--- src/rtl/stopwatch_pkg.sv ---
// rtl/stopwatch_pkg.sv - shared types, widths and BCD helper for the stopwatch counter
package stopwatch_pkg;

    typedef enum logic [1:0] {
        ST_IDLE = 2'd0,
        ST_RUN  = 2'd1,
        ST_HALT = 2'd2
    } sw_state_e;

    localparam int DIGIT_W = 4;
    localparam int MS_W    = 12;
    localparam int SEC_W   = 8;
    localparam int MIN_W   = 8;

    localparam logic [DIGIT_W-1:0] DIGIT_MAX_DEC = 4'd9;
    localparam logic [DIGIT_W-1:0] DIGIT_MAX_SEX = 4'd5;

    // Value a bcd_digit will hold after the coming edge, from its visible state.
    function automatic logic [DIGIT_W-1:0] bcd_next(
        input logic [DIGIT_W-1:0] d,
        input logic               clr,
        input logic               inc,
        input logic               carry
    );
        if (clr) begin
            return '0;
        end else if (carry) begin
            return '0;
        end else if (inc) begin
            return d + 4'd1;
        end
        return d;
    endfunction

endpackage

--- src/rtl/stopwatch_bcd_digit.sv ---
// rtl/stopwatch_bcd_digit.sv - one BCD digit counting 0..MAX with carry out
module bcd_digit
    import stopwatch_pkg::*;
#(
    parameter logic [DIGIT_W-1:0] MAX = DIGIT_MAX_DEC
) (
    input  logic               clk,
    input  logic               rst_n,
    input  logic               clr,
    input  logic               inc,
    output logic [DIGIT_W-1:0] digit,
    output logic               carry
);

    logic [DIGIT_W-1:0] digit_q;
    logic [DIGIT_W-1:0] digit_d;

    // Next digit value: clear beats increment, MAX rolls back to zero.
    always_comb begin
        digit_d = digit_q;
        if (clr) begin
            digit_d = '0;
        end else if (inc) begin
            digit_d = (digit_q == MAX) ? '0 : digit_q + 4'd1;
        end
    end

    // Digit register.
    always_ff @(posedge clk or negedge rst_n) begin
        if (!rst_n) begin
            digit_q <= '0;
        end else begin
            digit_q <= digit_d;
        end
    end

    assign digit = digit_q;
    assign carry = inc && (digit_q == MAX);

endmodule

--- src/rtl/stopwatch_counter.sv ---
// rtl/stopwatch_counter.sv - BCD stopwatch with run/halt FSM; lap freeze under STOPWATCH_LAP_EN
module stopwatch_counter
    import stopwatch_pkg::*;
#(
    parameter int MIN_MAX = 59
) (
    input  logic             clk,
    input  logic             rst_n,
    input  logic             msclock,
    input  logic             start,
    input  logic             stop,
    input  logic             clear,
    input  logic             lap,
    output logic [MS_W-1:0]  ms_bcd,
    output logic [SEC_W-1:0] sec_bcd,
    output logic [MIN_W-1:0] min_bcd,
    output logic             running,
    output logic             overflow,
    output logic             lap_active
);

    localparam logic [MIN_W-1:0] MIN_MAX_BCD = {4'(MIN_MAX / 10), 4'(MIN_MAX % 10)};

    sw_state_e state_q, state_d;
    logic      running_q, running_d;
    logic      overflow_q, overflow_d;

    logic [DIGIT_W-1:0] ms_u, ms_t, ms_h, sec_u, sec_t, min_u, min_t;
    logic c_ms_u, c_ms_t, c_ms_h, c_sec_u, c_sec_t, c_min_u, c_min_t;
    logic tick;
    logic min_wrap;
    logic min_clr;

    logic [MS_W-1:0]  live_ms;
    logic [SEC_W-1:0] live_sec;
    logic [MIN_W-1:0] live_min;

    // A tick only counts in RUN; clear in the same cycle wins.
    assign tick     = (state_q == ST_RUN) && msclock && !clear;
    // Minutes wrap at MIN_MAX; the tens carry at 99 is the hard ceiling.
    assign min_wrap = (c_sec_t && (live_min == MIN_MAX_BCD)) || c_min_t;
    assign min_clr  = clear || min_wrap;

    bcd_digit #(.MAX(DIGIT_MAX_DEC)) u_ms_u  (.clk(clk), .rst_n(rst_n), .clr(clear),   .inc(tick),    .digit(ms_u),  .carry(c_ms_u));
    bcd_digit #(.MAX(DIGIT_MAX_DEC)) u_ms_t  (.clk(clk), .rst_n(rst_n), .clr(clear),   .inc(c_ms_u),  .digit(ms_t),  .carry(c_ms_t));
    bcd_digit #(.MAX(DIGIT_MAX_DEC)) u_ms_h  (.clk(clk), .rst_n(rst_n), .clr(clear),   .inc(c_ms_t),  .digit(ms_h),  .carry(c_ms_h));
    bcd_digit #(.MAX(DIGIT_MAX_DEC)) u_sec_u (.clk(clk), .rst_n(rst_n), .clr(clear),   .inc(c_ms_h),  .digit(sec_u), .carry(c_sec_u));
    bcd_digit #(.MAX(DIGIT_MAX_SEX)) u_sec_t (.clk(clk), .rst_n(rst_n), .clr(clear),   .inc(c_sec_u), .digit(sec_t), .carry(c_sec_t));
    bcd_digit #(.MAX(DIGIT_MAX_DEC)) u_min_u (.clk(clk), .rst_n(rst_n), .clr(min_clr), .inc(c_sec_t), .digit(min_u), .carry(c_min_u));
    bcd_digit #(.MAX(DIGIT_MAX_DEC)) u_min_t (.clk(clk), .rst_n(rst_n), .clr(min_clr), .inc(c_min_u), .digit(min_t), .carry(c_min_t));

    assign live_ms  = {ms_h, ms_t, ms_u};
    assign live_sec = {sec_t, sec_u};
    assign live_min = {min_t, min_u};

    // Run/halt next state: clear > stop > start; overflow is sticky until clear.
    always_comb begin
        state_d = state_q;
        if (clear) begin
            state_d = ST_IDLE;
        end else if (stop) begin
            if (state_q == ST_RUN) begin
                state_d = ST_HALT;
            end
        end else if (start && (state_q != ST_RUN)) begin
            state_d = ST_RUN;
        end
        running_d  = (state_d == ST_RUN);
        overflow_d = clear ? 1'b0 : (overflow_q || min_wrap);
    end

    // FSM state and its registered flags.
    always_ff @(posedge clk or negedge rst_n) begin
        if (!rst_n) begin
            state_q    <= ST_IDLE;
            running_q  <= 1'b0;
            overflow_q <= 1'b0;
        end else begin
            state_q    <= state_d;
            running_q  <= running_d;
            overflow_q <= overflow_d;
        end
    end

    assign running  = running_q;
    assign overflow = overflow_q;

`ifdef STOPWATCH_LAP_EN
    logic             lap_active_q, lap_active_d;
    logic [MS_W-1:0]  lap_ms_q, lap_ms_d;
    logic [SEC_W-1:0] lap_sec_q, lap_sec_d;
    logic [MIN_W-1:0] lap_min_q, lap_min_d;

    // Capture the post-edge live value on a lap strobe, release on the next one.
    always_comb begin
        lap_active_d = lap_active_q;
        lap_ms_d     = lap_ms_q;
        lap_sec_d    = lap_sec_q;
        lap_min_d    = lap_min_q;
        if (clear) begin
            lap_active_d = 1'b0;
        end else if (lap) begin
            lap_active_d = !lap_active_q;
            if (!lap_active_q) begin
                lap_ms_d  = {bcd_next(ms_h, clear, c_ms_t, c_ms_h),
                             bcd_next(ms_t, clear, c_ms_u, c_ms_t),
                             bcd_next(ms_u, clear, tick,   c_ms_u)};
                lap_sec_d = {bcd_next(sec_t, clear, c_sec_u, c_sec_t),
                             bcd_next(sec_u, clear, c_ms_h,  c_sec_u)};
                lap_min_d = {bcd_next(min_t, min_clr, c_min_u, c_min_t),
                             bcd_next(min_u, min_clr, c_sec_t, c_min_u)};
            end
        end
    end

    // Lap registers.
    always_ff @(posedge clk or negedge rst_n) begin
        if (!rst_n) begin
            lap_active_q <= 1'b0;
            lap_ms_q     <= '0;
            lap_sec_q    <= '0;
            lap_min_q    <= '0;
        end else begin
            lap_active_q <= lap_active_d;
            lap_ms_q     <= lap_ms_d;
            lap_sec_q    <= lap_sec_d;
            lap_min_q    <= lap_min_d;
        end
    end

    assign lap_active = lap_active_q;
    assign ms_bcd     = lap_active_q ? lap_ms_q  : live_ms;
    assign sec_bcd    = lap_active_q ? lap_sec_q : live_sec;
    assign min_bcd    = lap_active_q ? lap_min_q : live_min;
`else
    logic lap_unused;
    assign lap_unused = lap;
    assign lap_active = 1'b0;
    assign ms_bcd     = live_ms;
    assign sec_bcd    = live_sec;
    assign min_bcd    = live_min;
`endif

endmodule

--- config.mk ---
export PLATFORM = sky130hd
export DESIGN_NAME = stopwatch_counter
export DESIGN_NICKNAME = d
export VERILOG_FILES = /design/src/rtl/stopwatch_pkg.sv /design/src/rtl/stopwatch_bcd_digit.sv /design/src/rtl/stopwatch_counter.sv
export SDC_FILE = /design/constraint.sdc
export NUM_CORES = 1
export LEC_CHECK = 0
export ABC_CLOCK_PERIOD_IN_PS = 2600
export CAP_MARGIN = 20
export CORE_MARGIN = 10
export CORE_UTILIZATION = 52
export DETAILED_ROUTE_END_ITERATION = 16
export MAX_ROUTING_LAYER = met4
export PLACE_DENSITY = 0.8
export SETUP_SLACK_MARGIN = 0.15
export SLEW_MARGIN = 10
export SYNTH_ARGS = -nofsm -noshare
export SYNTH_HDL_FRONTEND = slang
export SYNTH_SLANG_ARGS = --single-unit
--- constraint.sdc ---
create_clock -name clk -period 2.6 [get_ports clk]
set_clock_uncertainty 0.1 [all_clocks]
set_input_delay 0.52 -clock clk [delete_from_list [all_inputs] [get_ports clk]]
set_output_delay 0.52 -clock clk [all_outputs]
set_load 0.1 [all_outputs]
=== Word-level counts from Yosys, hierarchy flattened ===
Index checks and enable logic that the tools add are counted.

* Add/sub/neg operators: 7
* Equal/unequal tests: 11
* Muxes and demuxes: 26
* Reduce and logical (&&, ||, !) cells: 22

{| class="wikitable"
|+ Operators with widths
! kind !! count
|-
| 4-bit two-way mux || 21
|-
| 4-bit by 1-bit adder with 4-bit output, second input constant || 7
|-
| 4-bit equality test, second input constant || 6
|-
| 2-bit nonzero test || 7
|-
| 1-bit logical AND || 11
|-
| 8-bit by 7-bit equality test with 1-bit output, second input constant || 1
|-
| 2-bit two-way mux || 4
|-
| 2-bit by 1-bit equality test with 1-bit output, second input constant || 2
|-
| 4-bit by 3-bit equality test with 1-bit output, second input constant || 1
|-
| 1-bit logical OR || 3
|-
| 2-bit by 1-bit inequality test with 1-bit output, second input constant || 1
|-
| 1-bit zero test || 1
|-
| 1-bit two-way mux || 1
|}

* Flip-flop bits (word level): 32
* Bits of input ports: 7
* Output and inout port bits: 31
* Logic and storage cells: 76

=== Logic depth before layout (Yosys ltp) ===
* Depth in word-level cells: 13
* Gate-level depth with buffers: 8
* Mapped depth without buffers: 6

=== Hierarchy ===
A second synthesis with hierarchy kept.

* Cells, all modules: 202
* Area, all modules: 1889.3 um^2

{| class="wikitable"
|+ Modules (own cells, without submodules)
! module !! times used !! cells each !! area an instance (um^2) !! sequential area each (um^2)
|-
| bcd_digit (u_min_t ...) || 6 || 26 || 241.5 || 100.1
|-
| bcd_digit (u_sec_t) || 1 || 23 || 231.5 || 100.1
|-
| stopwatch_counter || 1 || 23 || 209.0 || 100.1
|}

=== Least setup slack after synthesis ===
No wires, ideal clock.

* Path kind: flip-flop to flip-flop
* Start: register u_ms_t.digit_q[0], in the netlist u_ms_t.digit[0]
* End: register u_min_u.digit_q[0], in the netlist u_min_u.digit[0]
* Library setup time: 78 ps
* Data arrival time: 2356 ps
* Data required time: 2422 ps
* Path slack: 66 ps
* Cell stages (with the launch flop): 8
* Buffers on the path: 2
* Clock period less this slack: 2534 ps
* Cells stage by stage: dfrtp_1 -> ha_1 -> and3b_1 -> buf_4 -> nand4_4 -> buf_6 -> or4_1 -> a21oi_1

* Cells in the longest elaborated chain, start to end: 10
* Elaborated cells on any way between the ends: 12
* Those cells by class: eq/ne (1); mux (1); reduce/logical (10)

{| class="wikitable"
|+ RTL lines
! item !! RTL line !! text
|-
| start, declared || stopwatch_bcd_digit.sv:15 || <nowiki>logic [DIGIT_W-1:0] digit_q;</nowiki>
|-
| start signal, assigned || stopwatch_bcd_digit.sv:33 || <nowiki>digit_q <= digit_d;</nowiki>
|-
| 4-bit equality test (*) || stopwatch_bcd_digit.sv:38 || <nowiki>assign carry = inc && (digit_q == MAX);</nowiki>
|-
| 1-bit logical AND (*) (4 in series) || stopwatch_bcd_digit.sv:38 ||
|-
| 1-bit logical AND (2 in series) || stopwatch_bcd_digit.sv:38 ||
|-
| 1-bit logical OR || stopwatch_counter.sv:41 || <nowiki>assign min_wrap = (c_sec_t && (live_min == MIN_MAX_BCD)) || c_min_t;</nowiki>
|-
| 1-bit logical OR || stopwatch_counter.sv:42 || <nowiki>assign min_clr = clear || min_wrap;</nowiki>
|-
| 4-bit two-way mux / 2-bit nonzero test (equally long branches) || - ||
|-
| end signal, assigned || stopwatch_bcd_digit.sv:33 ||
|-
| end, declared || stopwatch_bcd_digit.sv:15 ||
|}

Mark *: on every way between the ends. The rest lies on a longest branch, timed or not.
A chain may end at the register's enable or synchronous reset.

=== Final worst setup path ===
* Start: input msclock
* End: register u_sec_u.digit_q[2], in the netlist u_sec_u.digit[2]

* Cells in the longest elaborated chain, start to end: 6

{| class="wikitable"
|+ RTL lines
! item !! RTL line !! text
|-
| start, declared || stopwatch_counter.sv:9 || <nowiki>input logic msclock,</nowiki>
|-
| 1-bit logical AND (2 in series) || stopwatch_counter.sv:39 || <nowiki>assign tick = (state_q == ST_RUN) && msclock && !clear;</nowiki>
|-
| 1-bit logical AND (3 in series) || stopwatch_bcd_digit.sv:38 ||
|-
| 2-bit nonzero test (no source line) || - ||
|-
| end signal, assigned || stopwatch_bcd_digit.sv:33 ||
|-
| end, declared || stopwatch_bcd_digit.sv:15 ||
|}

Every way passes these cells.

==> flow_metrics.py <==
metrics = {
    "pwr": {
        "internal-power_uw": 855.6,
        "leakage_uw": 0.001055,
        "ir_drop_mv": 0.3149,
        "sequentialPowerShare": 0.463,
        "power.share.clock": 0.482,
        "powerDensity_nw_per_um2": 456.9,
        "switchingPower_uw": 233.4,
        "pwr-share-comb": 0.055,
        "p_sw_frac": 0.2143,
    },
    "clock_tree": {
        "cts_tree": "done",
        "ctsHoldBuffers": 0,
        "postCtsSetupBuffers": 0,
        "cts_sinks": 32,
        "cts_resized": 0,
        "clk_latency_ns": 0.29,
        "cts-root-buf": "clkbuf_8",
        "clkTransAtPathRegs_ns": 0.07,
        "htree_levels": 2,
        "cts_buffer_depth": 2,
        "cts_made_buffers": 5,
    },
    "floorplan": {
        "io-pin-count": 38,
        "die_h_um": 81.17,
        "start_util": 0.5355,
        "die-area_um2": 6589,
        "rows": 22,
        "core_area_um2": 3633,
        "die_x_um": 81.17,
    },
    "sta": {
        "hold_viol_final": 0,
        "final-setup-viol-count": 0,
        "slew_viol_final": 0,
        "tns_ns": 0,
        "finalWorstPathRequiredPeriod_ns": 2.209,
        "period_share": 0.8494,
        "rsz0062_at_grt": "no",
        "fmax_mhz": 452.8,
        "setup_slack_ns": 0.3915,
    },
    "synth": {
        "synth_top_family_by_area": "simple AND/OR/NAND/NOR gates",
        "yosys.area.top_type": "dfrtp_1",
        "avgSynthCellArea_um2": 9.134,
        "synth_mux_area_frac": 0.005145,
        "synth.cell_area_um2": 1946,
        "synth_fa_ha_area_frac": 0.09003,
        "synth_compound_area_frac": 0.1608,
        "synth_top_area_share": 0.4116,
        "synth_xor_area_frac": 0.004502,
        "ys_types": 39,
        "ys_seq_elements": 32,
        "synth_top_cells_by_area": "dfrtp_1, ha_1, a21oi_1",
        "synth_fp_nets": 234,
        "synthCells": 213,
        "synthSimpleGateAreaFrac": 0.2605,
        "yosys_warnings": 0,
        "ys_seq_area_frac": 0.4116,
    },
    "route": {
        "wirelength_um": 4398,
        "vias_per_cell": 5.671,
        "firstDrtPassIters": 4,
        "routedWlPerCell_um": 14.76,
        "drtAntennaViolNets": 0,
        "via_count": 1690,
        "drcViolationCount": 0,
        "detail_route.iter0.violations": 111,
    },
    "place": {
        "dp_hpwl_um": 3100,
        "portBuffers": 35,
        "dp_slack_ns": 0.1157,
        "gp_congestion": 0.7846,
    },
    "final_layout": {
        "nFillCells": 314,
        "layout_commonest_cell": "buf_4",
        "seq_area_um2": 807.0,
        "final_nets": 270,
        "final_cell_mix": "buf_4, dfrtp_1, a21oi_1",
        "multi_input_area_um2": 1017,
        "num_antenna_cells": 0,
        "drive_gt1_frac": 0.2080,
        "area_delta_synth_final_pct": 22.51,
    },
    "worst_setup_path": {
        "r2r_start": "u_ms_t.digit[1]",
        "cp.required_ns": 2.71,
        "crit_start": "msclock",
        "critPathKind": "in -> reg",
        "end_kind": "register",
        "arrival_ns": 2.32,
        "crit_path_max_fanout": 9,
        "start_kind": "input pin",
    },
    "run": {
        "max_cap_violations": 0,
    },
    "global_routing": {
        "grt_pass1_vias": 1537,
        "antenna_found_initial": 0,
        "grt_usage": 0.1417,
        "grt_first_pass_wirelength_um": 7245,
        "grt_max_degree": 33,
        "met3_usage": 0.04967,
        "overflow": 0,
        "gr-max-usage-layer": "met2",
        "met1_usage": 0.1712,
        "grt_use_met2": 0.2094,
    },
    "outcome": {
        "status": "finished clean",
    },
    "min_path": {
        "min_path_type": "reg -> reg",
        "min_from": "overflow",
    },
}
==> metrics by stage <==
step / total power (µW) / std cells / hold slack (ns) / area, µm² / utilization
after floorplan: 546.0 / 213 / 0.1244 / 1952 / -
after global placement: 574.1 / 290 / 0.3890 / 2257 / 0.6212
after detailed placement: 574.2 / 290 / 0.3918 / 2257 / 0.6212
after CTS: 1101 / 298 / 0.4120 / 2384 / 0.6560
after global routing: 1129 / 298 / 0.4418 / 2384 / 0.6560
final: 1089 / 298 / 0.4056 / 2384 / 0.6560
==> cell type report <==
type / instances / area share
repair buffers: 42 / 0.1375
multi-input cells: 156 / 0.4268
well taps: 48 / 0.02520
flip-flops and latches: 32 / 0.3386
clock inverters: 1 / 0.01260
clock buffers: 7 / 0.04042
inverters: 12 / 0.01890
==> path summary, 6_finish.rpt <==
path / end / slack, ns / depth (start not counted)
setup / recovery: u_sec_u.digit[2] / 0.39 / 6
hold / removal: overflow / 0.41 / 2
hold reg to reg: overflow / 0.41 / 2
min in group asynchronous: u_min_t.digit[2] / 0.53 / 2
max in group asynchronous: u_sec_u.digit[0] / 1.53 / 2
setup reg to reg: u_sec_u.digit[2] / 0.41 / 7
==> Yosys cell counts <==
cell type / instances
nand4bb_1: 1
nand3b_1: 3
a32oi_1: 1
nand4_1: 3
buf_6: 2
or3_1: 8
and2b_1: 1
nand4b_1: 1
o32ai_1: 1
inv_1: 12
nand3_1: 11
nand4_4: 1
conb_1: 1
o21bai_1: 1
nor4_1: 2
mux2i_1: 1
a211o_1: 2
buf_4: 4
or4_1: 5
buf_2: 3
xor2_1: 1
and3b_1: 5
o21ai_0: 18
or4b_1: 1
dfrtp_1: 32
nor2_1: 12
a21oi_1: 25
o31ai_1: 5
ha_1: 14
nor2b_1: 4
clkbuf_1: 4
and4bb_1: 1
and4_1: 2
and2_1: 1
nand2_1: 13
nor3_1: 6
nand2b_1: 2
a41oi_1: 2
and3b_2: 1
==> logic make-up (layout without fill, tap and decap cells) <==
kind of cell | after synthesis | after routing
and+or+nand+nor | 84 | 84
AOI/OAI and AO/OA | 55 | 55
DFF | 32 | 32
buffers and inverters | 25 | 62
adders and majority gates | 14 | 14
other | 1 | 1
xor gates and xnor gates | 1 | 1
muxes | 1 | 1
==> power groups by stage <==
| stage | clock network, µW | logic (µW) | registers, µW |
|---|---|---|---|
| floorplan | 0 | 22.6 | 523 |
| global placement | 0 | 60.9 | 513 |
| detailed placement | 0 | 60.8 | 513 |
| CTS | 536 | 61.1 | 504 |
| global route | 558 | 66.4 | 504 |
| finish | 525 | 60.3 | 504 |
==> flip-flops by register name (all words and copies together), names as in the netlist <==
name and flops:
u_min_t.digit 4, u_min_u.digit 4, u_ms_h.digit 4, u_ms_t.digit 4
u_ms_u.digit 4, u_sec_t.digit 4, u_sec_u.digit 4, state_q 2
overflow 1, running 1
==> critical path, stage by stage <==
cell,delay [ns]
clkdlybuf4s50_1,0.52
and4bb_1,0.31
nand4_1,0.20
buf_4,0.23
or4_1,0.39
a21oi_1,0.15
==> layer usage <==
layer	up-vias	wire length [µm]
met5	-	0
met4	0	67
met3	7	257
met2	36	2100
met1	806	1973
li1	841	-
Power figures use the tool's default switching activity.
